<file path="src/rtl/mem_access_ctrl.sv">
// CPU-to-RAM access sequencer: latches a byte/halfword/word request, drives the RAM and extends read data.
// Latency: WAIT_CYCLES+3 edges from req sample to mfc; TIMEOUT+1 ACCESS cycles max before abort.
// Backpressure: req is ignored while busy; MEM_ACCESS_ALIGN_CHECK_EN also rejects misaligned accesses.
module mem_access_ctrl #(
    parameter int WAIT_CYCLES = 2,
    parameter int TIMEOUT     = 15
) (
    input  logic        clk,
    input  logic        reset_n,
    input  logic        req,
    input  logic        rw,
    input  logic [1:0]  size,
    input  logic        sign_ext,
    input  logic [8:0]  addr,
    input  logic [31:0] wdata,
    input  logic [31:0] ram_dout,
    input  logic        ram_done,
    output logic        ram_enable,
    output logic        ram_rw,
    output logic [1:0]  ram_mas,
    output logic [8:0]  ram_addr,
    output logic [1:0]  ram_a,
    output logic [31:0] ram_din,
    output logic [31:0] rdata,
    output logic        mfc,
    output logic        busy,
    output logic        mem_err
);
    localparam int CW = $clog2(TIMEOUT + 1);

    typedef enum logic [1:0] {IDLE, SETUP, ACCESS, DONE} state_t;

    state_t         state_q, state_d;
    logic           rw_q, sx_q;
    logic [1:0]     size_q;
    logic [8:0]     addr_q;
    logic [31:0]    wdata_q;
    logic [31:0]    rdata_q, rdata_d;
    logic [CW-1:0]  cnt_q, cnt_d;
    logic           err_q, err_d;
    logic           reject, done_ok, timeout;
    logic [31:0]    ext_dat;

    always_comb begin
`ifdef MEM_ACCESS_ALIGN_CHECK_EN
        reject = (size_q == 2'b11) ||
                 (size_q == 2'b01 && addr_q[0]) ||
                 (size_q == 2'b10 && addr_q[1:0] != 2'b00);
`else
        reject = (size_q == 2'b11);
`endif
    end

    assign done_ok = (cnt_q >= CW'(WAIT_CYCLES)) && ram_done;
    assign timeout = (cnt_q == CW'(TIMEOUT));

    always_comb begin
        case (size_q)
            2'b00:   ext_dat = {{24{sx_q & ram_dout[7]}},  ram_dout[7:0]};
            2'b01:   ext_dat = {{16{sx_q & ram_dout[15]}}, ram_dout[15:0]};
            default: ext_dat = ram_dout;
        endcase
    end

    always_ff @(posedge clk) begin
        if (!reset_n) begin
            state_q <= IDLE;
            rw_q    <= 1'b1;
            sx_q    <= 1'b0;
            size_q  <= 2'b00;
            addr_q  <= '0;
            wdata_q <= '0;
            rdata_q <= '0;
            cnt_q   <= '0;
            err_q   <= 1'b0;
        end else begin
            state_q <= state_d;
            rdata_q <= rdata_d;
            cnt_q   <= cnt_d;
            err_q   <= err_d;
            if (state_q == IDLE && req) begin
                rw_q    <= rw;
                sx_q    <= sign_ext;
                size_q  <= size;
                addr_q  <= addr;
                wdata_q <= wdata;
            end
        end
    end

    always_comb begin
        state_d = state_q;
        cnt_d   = cnt_q;
        err_d   = err_q;
        rdata_d = rdata_q;
        case (state_q)
            IDLE:  if (req) state_d = SETUP;
            SETUP: begin
                cnt_d   = '0;
                err_d   = reject;
                state_d = reject ? DONE : ACCESS;
            end
            ACCESS: begin
                // Completion wins over timeout when both land on the same cycle.
                if (done_ok) begin
                    state_d = DONE;
                    err_d   = 1'b0;
                    if (rw_q) rdata_d = ext_dat;
                end else if (timeout) begin
                    state_d = DONE;
                    err_d   = 1'b1;
                end else begin
                    cnt_d = cnt_q + 1'b1;
                end
            end
            default: state_d = IDLE;
        endcase
    end

    always_comb begin
        ram_enable = (state_q == ACCESS);
        busy       = (state_q != IDLE);
        mfc        = (state_q == DONE);
        mem_err    = (state_q == DONE) && err_q;
        ram_rw     = rw_q;
        ram_mas    = size_q;
        ram_addr   = {addr_q[8:2], 2'b00};
        ram_a      = addr_q[1:0];
        ram_din    = wdata_q;
        rdata      = rdata_q;
    end
endmodule

</file>
<file path="config.mk">
export PLATFORM = sky130hd
export DESIGN_NAME = mem_access_ctrl
export DESIGN_NICKNAME = d
export VERILOG_FILES = /design/src/rtl/mem_access_ctrl.sv
export SDC_FILE = /design/constraint.sdc
export NUM_CORES = 1
export LEC_CHECK = 0
export ABC_AREA = 1
export BUFFER_PORTS_ARGS = -buffer_cell sky130_fd_sc_hd__buf_2
export CAP_MARGIN = 20
export CORE_ASPECT_RATIO = 0.7
export CORE_MARGIN = 2
export CORE_UTILIZATION = 42
export DETAILED_ROUTE_END_ITERATION = 7
export HOLD_SLACK_MARGIN = 0.06
export MAX_ROUTING_LAYER = met4
export PLACE_DENSITY = 0.79
export SLEW_MARGIN = 20
export SYNTH_ARGS = -nofsm -noshare
export SYNTH_HDL_FRONTEND = slang
export SYNTH_SLANG_ARGS = --single-unit
</file>
<file path="constraint.sdc">
create_clock -name clk -period 1.4 [get_ports clk]
set_input_delay 0.14 -clock clk [delete_from_list [all_inputs] [get_ports clk]]
set_output_delay 0.14 -clock clk [all_outputs]
set_load 0.01 [all_outputs]
</file>
== Word level (Yosys, flattened, before mapping) ==
Cells that the tools add are included.
Word-level totals
  bits in registers: 84
  input bits: 81
  output and inout bits: 82
Cells by class
  add/subtract/negate cells: 1
  magnitude comparators: 1
  equal/unequal tests: 10
  muxes and demuxes: 12
  bitwise operators: 2
  reductions and logical operators: 11
Operators by type and width (number)
  one-hot mux 32 bit (2 select lines): 1
  two-way mux 4 bit: 2
  one-hot mux 4 bit (2 select lines): 1
  == test 2 bit, second input constant: 3
  two-way mux 2 bit: 3
  != test 2 bit, second input constant: 3
  one-hot mux 2 bit (3 select lines): 1
  AND reduction 3 bit: 2
  adder 4 x 1 -> 4 bit, second input constant: 1
  == test 2 x 1 -> 1 bit, second input constant: 2
  == test 4 bit, second input constant: 1
  >= comparator 4 x 2 -> 1 bit, second input constant: 1
  logical NOT 2 bit: 2
  AND reduction 2 bit: 2
  nonzero test 2 bit: 2
  logical AND 1 bit: 3
  two-way mux 1 bit: 3
  != test 3 x 1 -> 1 bit, second input constant: 1
  AND 1 bit: 2
  one-hot mux 1 bit (2 select lines): 1

== Logic depth before layout (Yosys ltp) ==
Gate-level depths: netlist of run 1.
  word-level depth: 4
  depth in mapped cells: 10
  mapped depth without buffers: 10

== Worst setup path after synthesis of run 1 ==
OpenSTA, ideal clock, no wires.
  path type: flip-flop to flip-flop
  from: register state_q[0]
  to: register rdata_q[30] (netlist: rdata[30])
  library setup time: 0.113 ns
  data arrival time: 1.336 ns
  slack: -0.049 ns
  stages on the path, launching flop included: 9
  buffers on the path: 1
  cell sequence: dfxtp_1 inv_1 ha_1 nand2_1 nor2_8 inv_4 buf_6 nor2_2 nor2_1
On the way
  cells in the longest elaborated chain, start to end: 2
Ends and longest elaborated chain
  start, declared: RTL line 33  | state_t state_q, state_d;
  start signal, assigned: RTL line 77  | state_q <= state_d;
  == test 2 bit
  via ram_enable: RTL line 18  | output logic ram_enable,
  AND reduction 3 bit (no line)
  end signal, assigned: RTL line 78  | rdata_q <= rdata_d;
  end, declared: RTL line 38  | logic [31:0] rdata_q, rdata_d;
The timed path passes the listed nets, and every way through them passes these cells.
A chain may end at the register's enable or synchronous reset.

== Worst setup path in the final report of run 1 ==
  from: register cnt_q[0]
  to: register rdata_q[8] (netlist: rdata[8])
On the way
  cells in the longest elaborated chain, start to end: 3
Ends and longest elaborated chain
  start, declared: RTL line 39  | logic [CW-1:0] cnt_q, cnt_d;
  start signal, assigned: RTL line 79  | cnt_q <= cnt_d;
  >= comparator 4 x 2 -> 1 bit: RTL line 54  | assign done_ok = (cnt_q >= CW'(WAIT_CYCLES)) && ram_done;
  logical AND 1 bit: RTL line 54
  AND reduction 3 bit (no line)
Every way passes these cells.

==> results of run 1 <==
where the power goes:
group / switching [mW] / leakage, nW / total, mW / internal, mW
combinational: 1.68 / 1.82 / 2.88 / 1.20
clock: 0.911 / 0.151 / 2.38 / 1.47
sequential: 0.235 / 0.688 / 3.03 / 2.79
what timing repair did:
action                                 4_1_cts  5_1_grt
buffers inserted                             0        1
resized for setup                           11       25
pin swaps                                    4        5
endpoints found under the hold margin       17        0
setup endpoints to repair                   40       83
hold buffers                                17        0
placed cells by master (no fill, tap or decap), types with 3 or more instances in the layout:
master         netlist  layout
buf_4                2      14
inv_1               13      10
nor2_1             129     124
clkbuf_16            0       9
o21ai_0             54      52
o21ai_1             30      30
nand2_1             46      43
nand3_1             30      28
dfxtp_1             84      80
buf_12               0       6
a21oi_1              8       7
buf_2                6     160
ha_1                 7       3
dfxtp_2              0       4
nor2_2              30      34
inv_2                1       4
dlygate4sd3_1        0      17
nand2_2              1       3
routing by layer:
metal / part of all wire, % / vias to the layer above
met5: 0 / -
met4: 1.1 / 0
met3: 5.8 / 15
met2: 49 / 104
met1: 44 / 1706
li1: - / 1871
through the flow:
stage | power (mW) | setup TNS [ps]
2_1_floorplan | 4.69 | 0
3_3_place_gp | 5.61 | -1830
3_5_place_dp | 5.71 | -3420
4_1_cts | 8.16 | 0
5_1_grt | 8.80 | -2530
6_report | 8.28 | 0
flip-flops by register name, summed over array words and instances, names as in the netlist:
signal,count
sx_q,1
err_q,1
addr_q,9
state_q,2
ram_mas,2
rdata,32
ram_din,32
cnt_q,4
ram_rw,1
path summary, 6_finish.rpt:
check / slack [ps] / from / depth (start not counted) / endpoint
worst max-delay path: 30 / cnt_q[0]$_SDFFE_PN0P_ / 9 / rdata[8]$_SDFFE_PN0P_
worst min-delay path: 70 / wdata[31] / 3 / ram_din[31]$_SDFFE_PN0P_
worst max register to register: 30 / cnt_q[0]$_SDFFE_PN0P_ / 9 / rdata[8]$_SDFFE_PN0P_
worst min register to register: 480 / addr_q[5]$_SDFFE_PN0P_ / 2 / addr_q[5]$_SDFFE_PN0P_
cells by family (layout without fill, tap and decap cells):
group | count (synthesis) | count (layout) | synth area share [%]
adder cells (fa/ha/maj) | 7 | 7 | 2.46
buffers and inverters | 49 | 229 | 6.91
flip-flops | 84 | 84 | 47.2
XOR/XNOR | 1 | 1 | 0.246
AO/OA/AOI/OAI | 93 | 93 | 13.1
other | 1 | 2 | 0.105
AND/OR/NAND/NOR | 242 | 242 | 30.0
area by class of cell:
type / instances / area (um2)
Clock buffer: 11 / 253
Tap cell: 105 / 131
Inverter: 16 / 67.6
Clock inverter: 4 / 48.8
Multi-Input combinational cell: 345 / 1730
Sequential cell: 84 / 1690
Timing Repair Buffer: 198 / 1210
Fill cell: 744 / 3210
worst register-to-register path, stage by stage (launching register included):
cell,delay [ps]
dfxtp_2,330
inv_2,50
ha_4,160
nor2_4,100
nand2_2,80
nand2_4,120
nor2_8,60
buf_4,180
o21ai_1,130
nor2_1,50
==> summary.txt, run 1 <==
CP bufs+invs: 2
Tmin final: 1370 ps
M1 GR Usage: 25.4%
Req. time, crit path: 1620 ps
Final Cell Area: 5130 um2
CTS tree: done
Routability cong.: 0.881
Largest net degree at the start of global routing: 48
Top cells by area, synth: dfxtp_1 47%, nor2_1 14%, o21ai_0 7.6%, nor2_2 5.3%, nand2_1 4.8%
First-pass DRT Iterations: 5
Core Area: 8340 um2
Finished Core Util: 61.5%
DRT Wirelength: 9860 um
Clk_skew: 7.00 ps
Most frequent cell after synthesis: nor2_1
Total grt overflow: 0
Sequential area share after synthesis: 47.2%
Worst setup margin: 28.8 ps
Placed cells: 730
Distinct cell type count after synthesis: 27
Routed WL per cell: 12.9 um
CP max stage delay: 330 ps
Fin Hold WS: 69.7 ps
Port bufs: 160
Synth cell count leaders: 129 x nor2_1, 84 x dfxtp_1, 54 x o21ai_0
Endpoints failing hold: 0
Die X: 114 um
Routing usage on met3: 5.67%
Routed via count: 3696
Synth async-reset ratio: 0%
Startpoint types: flop
Top Ports: 163
Vias in the first global route: 3279
Clock Path Buffers: 2
First-pass GRT wire length: 14800 um
Post-synth top flop: dfxtp_1
CTS Buf Count: 9
Die area: 9250 um2
Post-DP Area: 4530 um2
Area Overhead vs Synth: 43.8%
Die span in y: 81.1 um
Share of the synthesized area in the top cell type: 47.2%
Critical-path top delay cell: dfxtp_2
Worst Hold Class: in2reg
Maxcap violations: 0
Crit-path cells: inv_2 -> ha_4 -> nor2_4 -> nand2_2 -> nand2_4 -> nor2_8 -> buf_4 -> o21ai_1 -> nor2_1
Pwr/cell area: 1620 nW/um2
Crit Path Category: reg2reg
Number of cells produced by synthesis: 477
Total clock sinks: 84
Max VDD drop: 964 uV
GR met2 Demand/Resource: 33.8%
Peak Freq: 729 MHz
Worst-path fanout max: 10
HPWL after detailed placement: 6920 um
Post-Layout Cell Count: 763
Reg clk slew, reported paths: 60 ps
CTS root buf: clkbuf_16
Worst-Skew Late Latency: 330 ps
CP arrival: 1590 ps
Synth Warn #: 0
Crit end category: flop
Avg Inst Size Synth: 7.48 um2
LEAKAGE: 2.66 nW
Routed Antenna Nets: 0
Initial antenna violation count: 0
RSZ-0062 raised after global routing: true
Worst slack, placed: -146 ps
Crit path max-delay family: simple AND/OR/NAND/NOR gates
Tot GR Track Use: 20.7%
Number of remaining DRC errors: 0
Antenna fix cells: 0
Final setup fails: 0
Fraction of layout cells with a size suffix above 1: 39.2%
Final Max Tran Viols: 0
Initial DRC Count: 149
Post-synth top area cell: dfxtp_1
Initial Utilization: 42.8%
Row cnt: 28
EDFF count, synth: 0
Outcome: finished clean
Mapped cell area: 3570 um2
Tcrit/Tclk final: 97.9%
Most Crowded Layer GR: met2
Via density: 4.84
Yosys reg bits: 84
Final nets: 742
H-tree levels: 3
Power figures use the tool's default switching activity.
==> inputs of run 2 (changes only) <==
Settings changed: SETUP_SLACK_MARGIN set to 0.05, SLEW_MARGIN 20 to 10.
==> summary.txt, run 2 (synthesized netlist as in run 1, its figures left out) <==
Clock Path Buffers: 2
Reg clk slew, reported paths: 60 ps
Area Overhead vs Synth: 57.1%
Final setup fails: 51
Worst-path fanout max: 11
Core Area: 8340 um2
Tcrit/Tclk final: 104%
H-tree levels: 3
Worst slack, placed: -119 ps
Final Max Tran Viols: 0
Setup TNS: -996 ps
Req. time, crit path: 1620 ps
Final Cell Area: 5600 um2
Routed WL per cell: 15.3 um
HPWL after detailed placement: 6940 um
Max VDD drop: 1220 uV
Tot GR Track Use: 22.5%
M1 GR Usage: 26.4%
Die span in y: 81.1 um
Maxcap violations: 0
Power, Total: 9.31 mW
CP arrival: 1670 ps
Worst Hold Class: in2reg
Top Ports: 163
Routed Antenna Nets: 0
Initial antenna violation count: 0
Fraction of layout cells with a size suffix above 1: 45.9%
Endpoints failing hold: 0
Via density: 5.02
Worst hold path depth: 3
Tmin final: 1450 ps
Row cnt: 28
Worst-Skew Late Latency: 340 ps
Pwr/cell area: 1660 nW/um2
Crit Path Category: reg2reg
Initial DRC Count: 260
Largest net degree at the start of global routing: 83
Post-DP Area: 4500 um2
Port bufs: 160
Post-Layout Cell Count: 782
First-pass DRT Iterations: 4
GR met2 Demand/Resource: 38.7%
LEAKAGE: 2.81 nW
Die area: 9250 um2
Total grt overflow: 0
Most Crowded Layer GR: met2
R2R depth: 7
Vias in the first global route: 3413
Failing checks: negative setup slack
First-pass GRT wire length: 16000 um
WHS Endpoint: ram_din[27]$_SDFFE_PN0P_
Initial Utilization: 42.8%
FF-to-FF End: ram_din[17]$_SDFFE_PN0P_
Hold Crit Start: wdata[27]
CTS tree: done
Clk_skew: 8.04 ps
Fin Hold WS: 64.0 ps
Antenna fix cells: 0
Routed via count: 3924
Peak Freq: 687 MHz
RSZ-0062 raised after global routing: true
Crit end category: flop
Routability cong.: 0.955
DRT Wirelength: 12000 um
Placed cells: 729
Commonest non-fill, non-tap cells in the layout: 159 x buf_2, 96 x nor2_1, 79 x dfxtp_1
Startpoint types: flop
Commonest non-fill, non-tap cell in the layout: buf_2
Routing usage on met3: 5.67%
Die X: 114 um
R2R setup slack: -50 ps
Final nets: 760
Finished Core Util: 67.2%
Worst setup margin: -54.7 ps
Number of remaining DRC errors: 0
CTS root buf: clkbuf_16
Reg2Reg Launch Point: state_q[1]$_SDFFE_PN0P_
Outcome: complete, but fails checks
CTS Buf Count: 9
Total clock sinks: 84
## run 2: layer usage
metal / share of wire, % / vias up
li1: - / 1926
met1: 44 / 1852
met2: 50 / 136
met3: 5.2 / 10
met4: 0.58 / 0
met5: 0 / -
## run 2: where the power goes
part	internal (mW)	switching, mW
Combinational	1.70	2.08
Sequential	2.80	0.330
Clock	1.40	0.990
Total	5.91	3.40
## run 2: worst max path at each step
stage / from / cells past startpoint / endpoint
2_1_floorplan: state_q[0]$_SDFFE_PN0P_ / 8 / rdata[30]$_SDFFE_PN0P_
3_3_place_gp: cnt_q[0]$_SDFFE_PN0P_ / 9 / rdata[17]$_SDFFE_PN0P_
3_5_place_dp: cnt_q[0]$_SDFFE_PN0P_ / 9 / rdata[12]$_SDFFE_PN0P_
4_1_cts: state_q[0]$_SDFFE_PN0P_ / 7 / rdata[26]$_SDFFE_PN0P_
5_1_grt: state_q[1]$_SDFFE_PN0P_ / 7 / ram_din[17]$_SDFFE_PN0P_
6_report: state_q[1]$_SDFFE_PN0P_ / 7 / ram_din[17]$_SDFFE_PN0P_
## run 2: cell type report
type                            count  area [um2]
Clock inverter                      6        73.8
Inverter                           16        81.3
Timing Repair Buffer              216        1490
Fill cell                         729        2740
Multi-Input combinational cell    345        1910
Sequential cell                    84        1690
Clock buffer                       10         229
Tap cell                          105         131
## run 2: critical path, stage by stage, from the launching register on
cell and delay (ps):
dfxtp_4 390, inv_4 50, ha_4 170, nand2_4 80
clkinvlp_4 230, clkbuf_16 270, nor2_1 90, nor2_1 60
## run 2: timing repair
item                       4_1_cts  5_1_grt
gates resized for setup         31       67
cloned                           0        9
pin swaps                        3       13
setup endpoints to repair       85       86
hold endpoints to repair        23        0
setup buffers                    0        5
hold buffers                    23        0
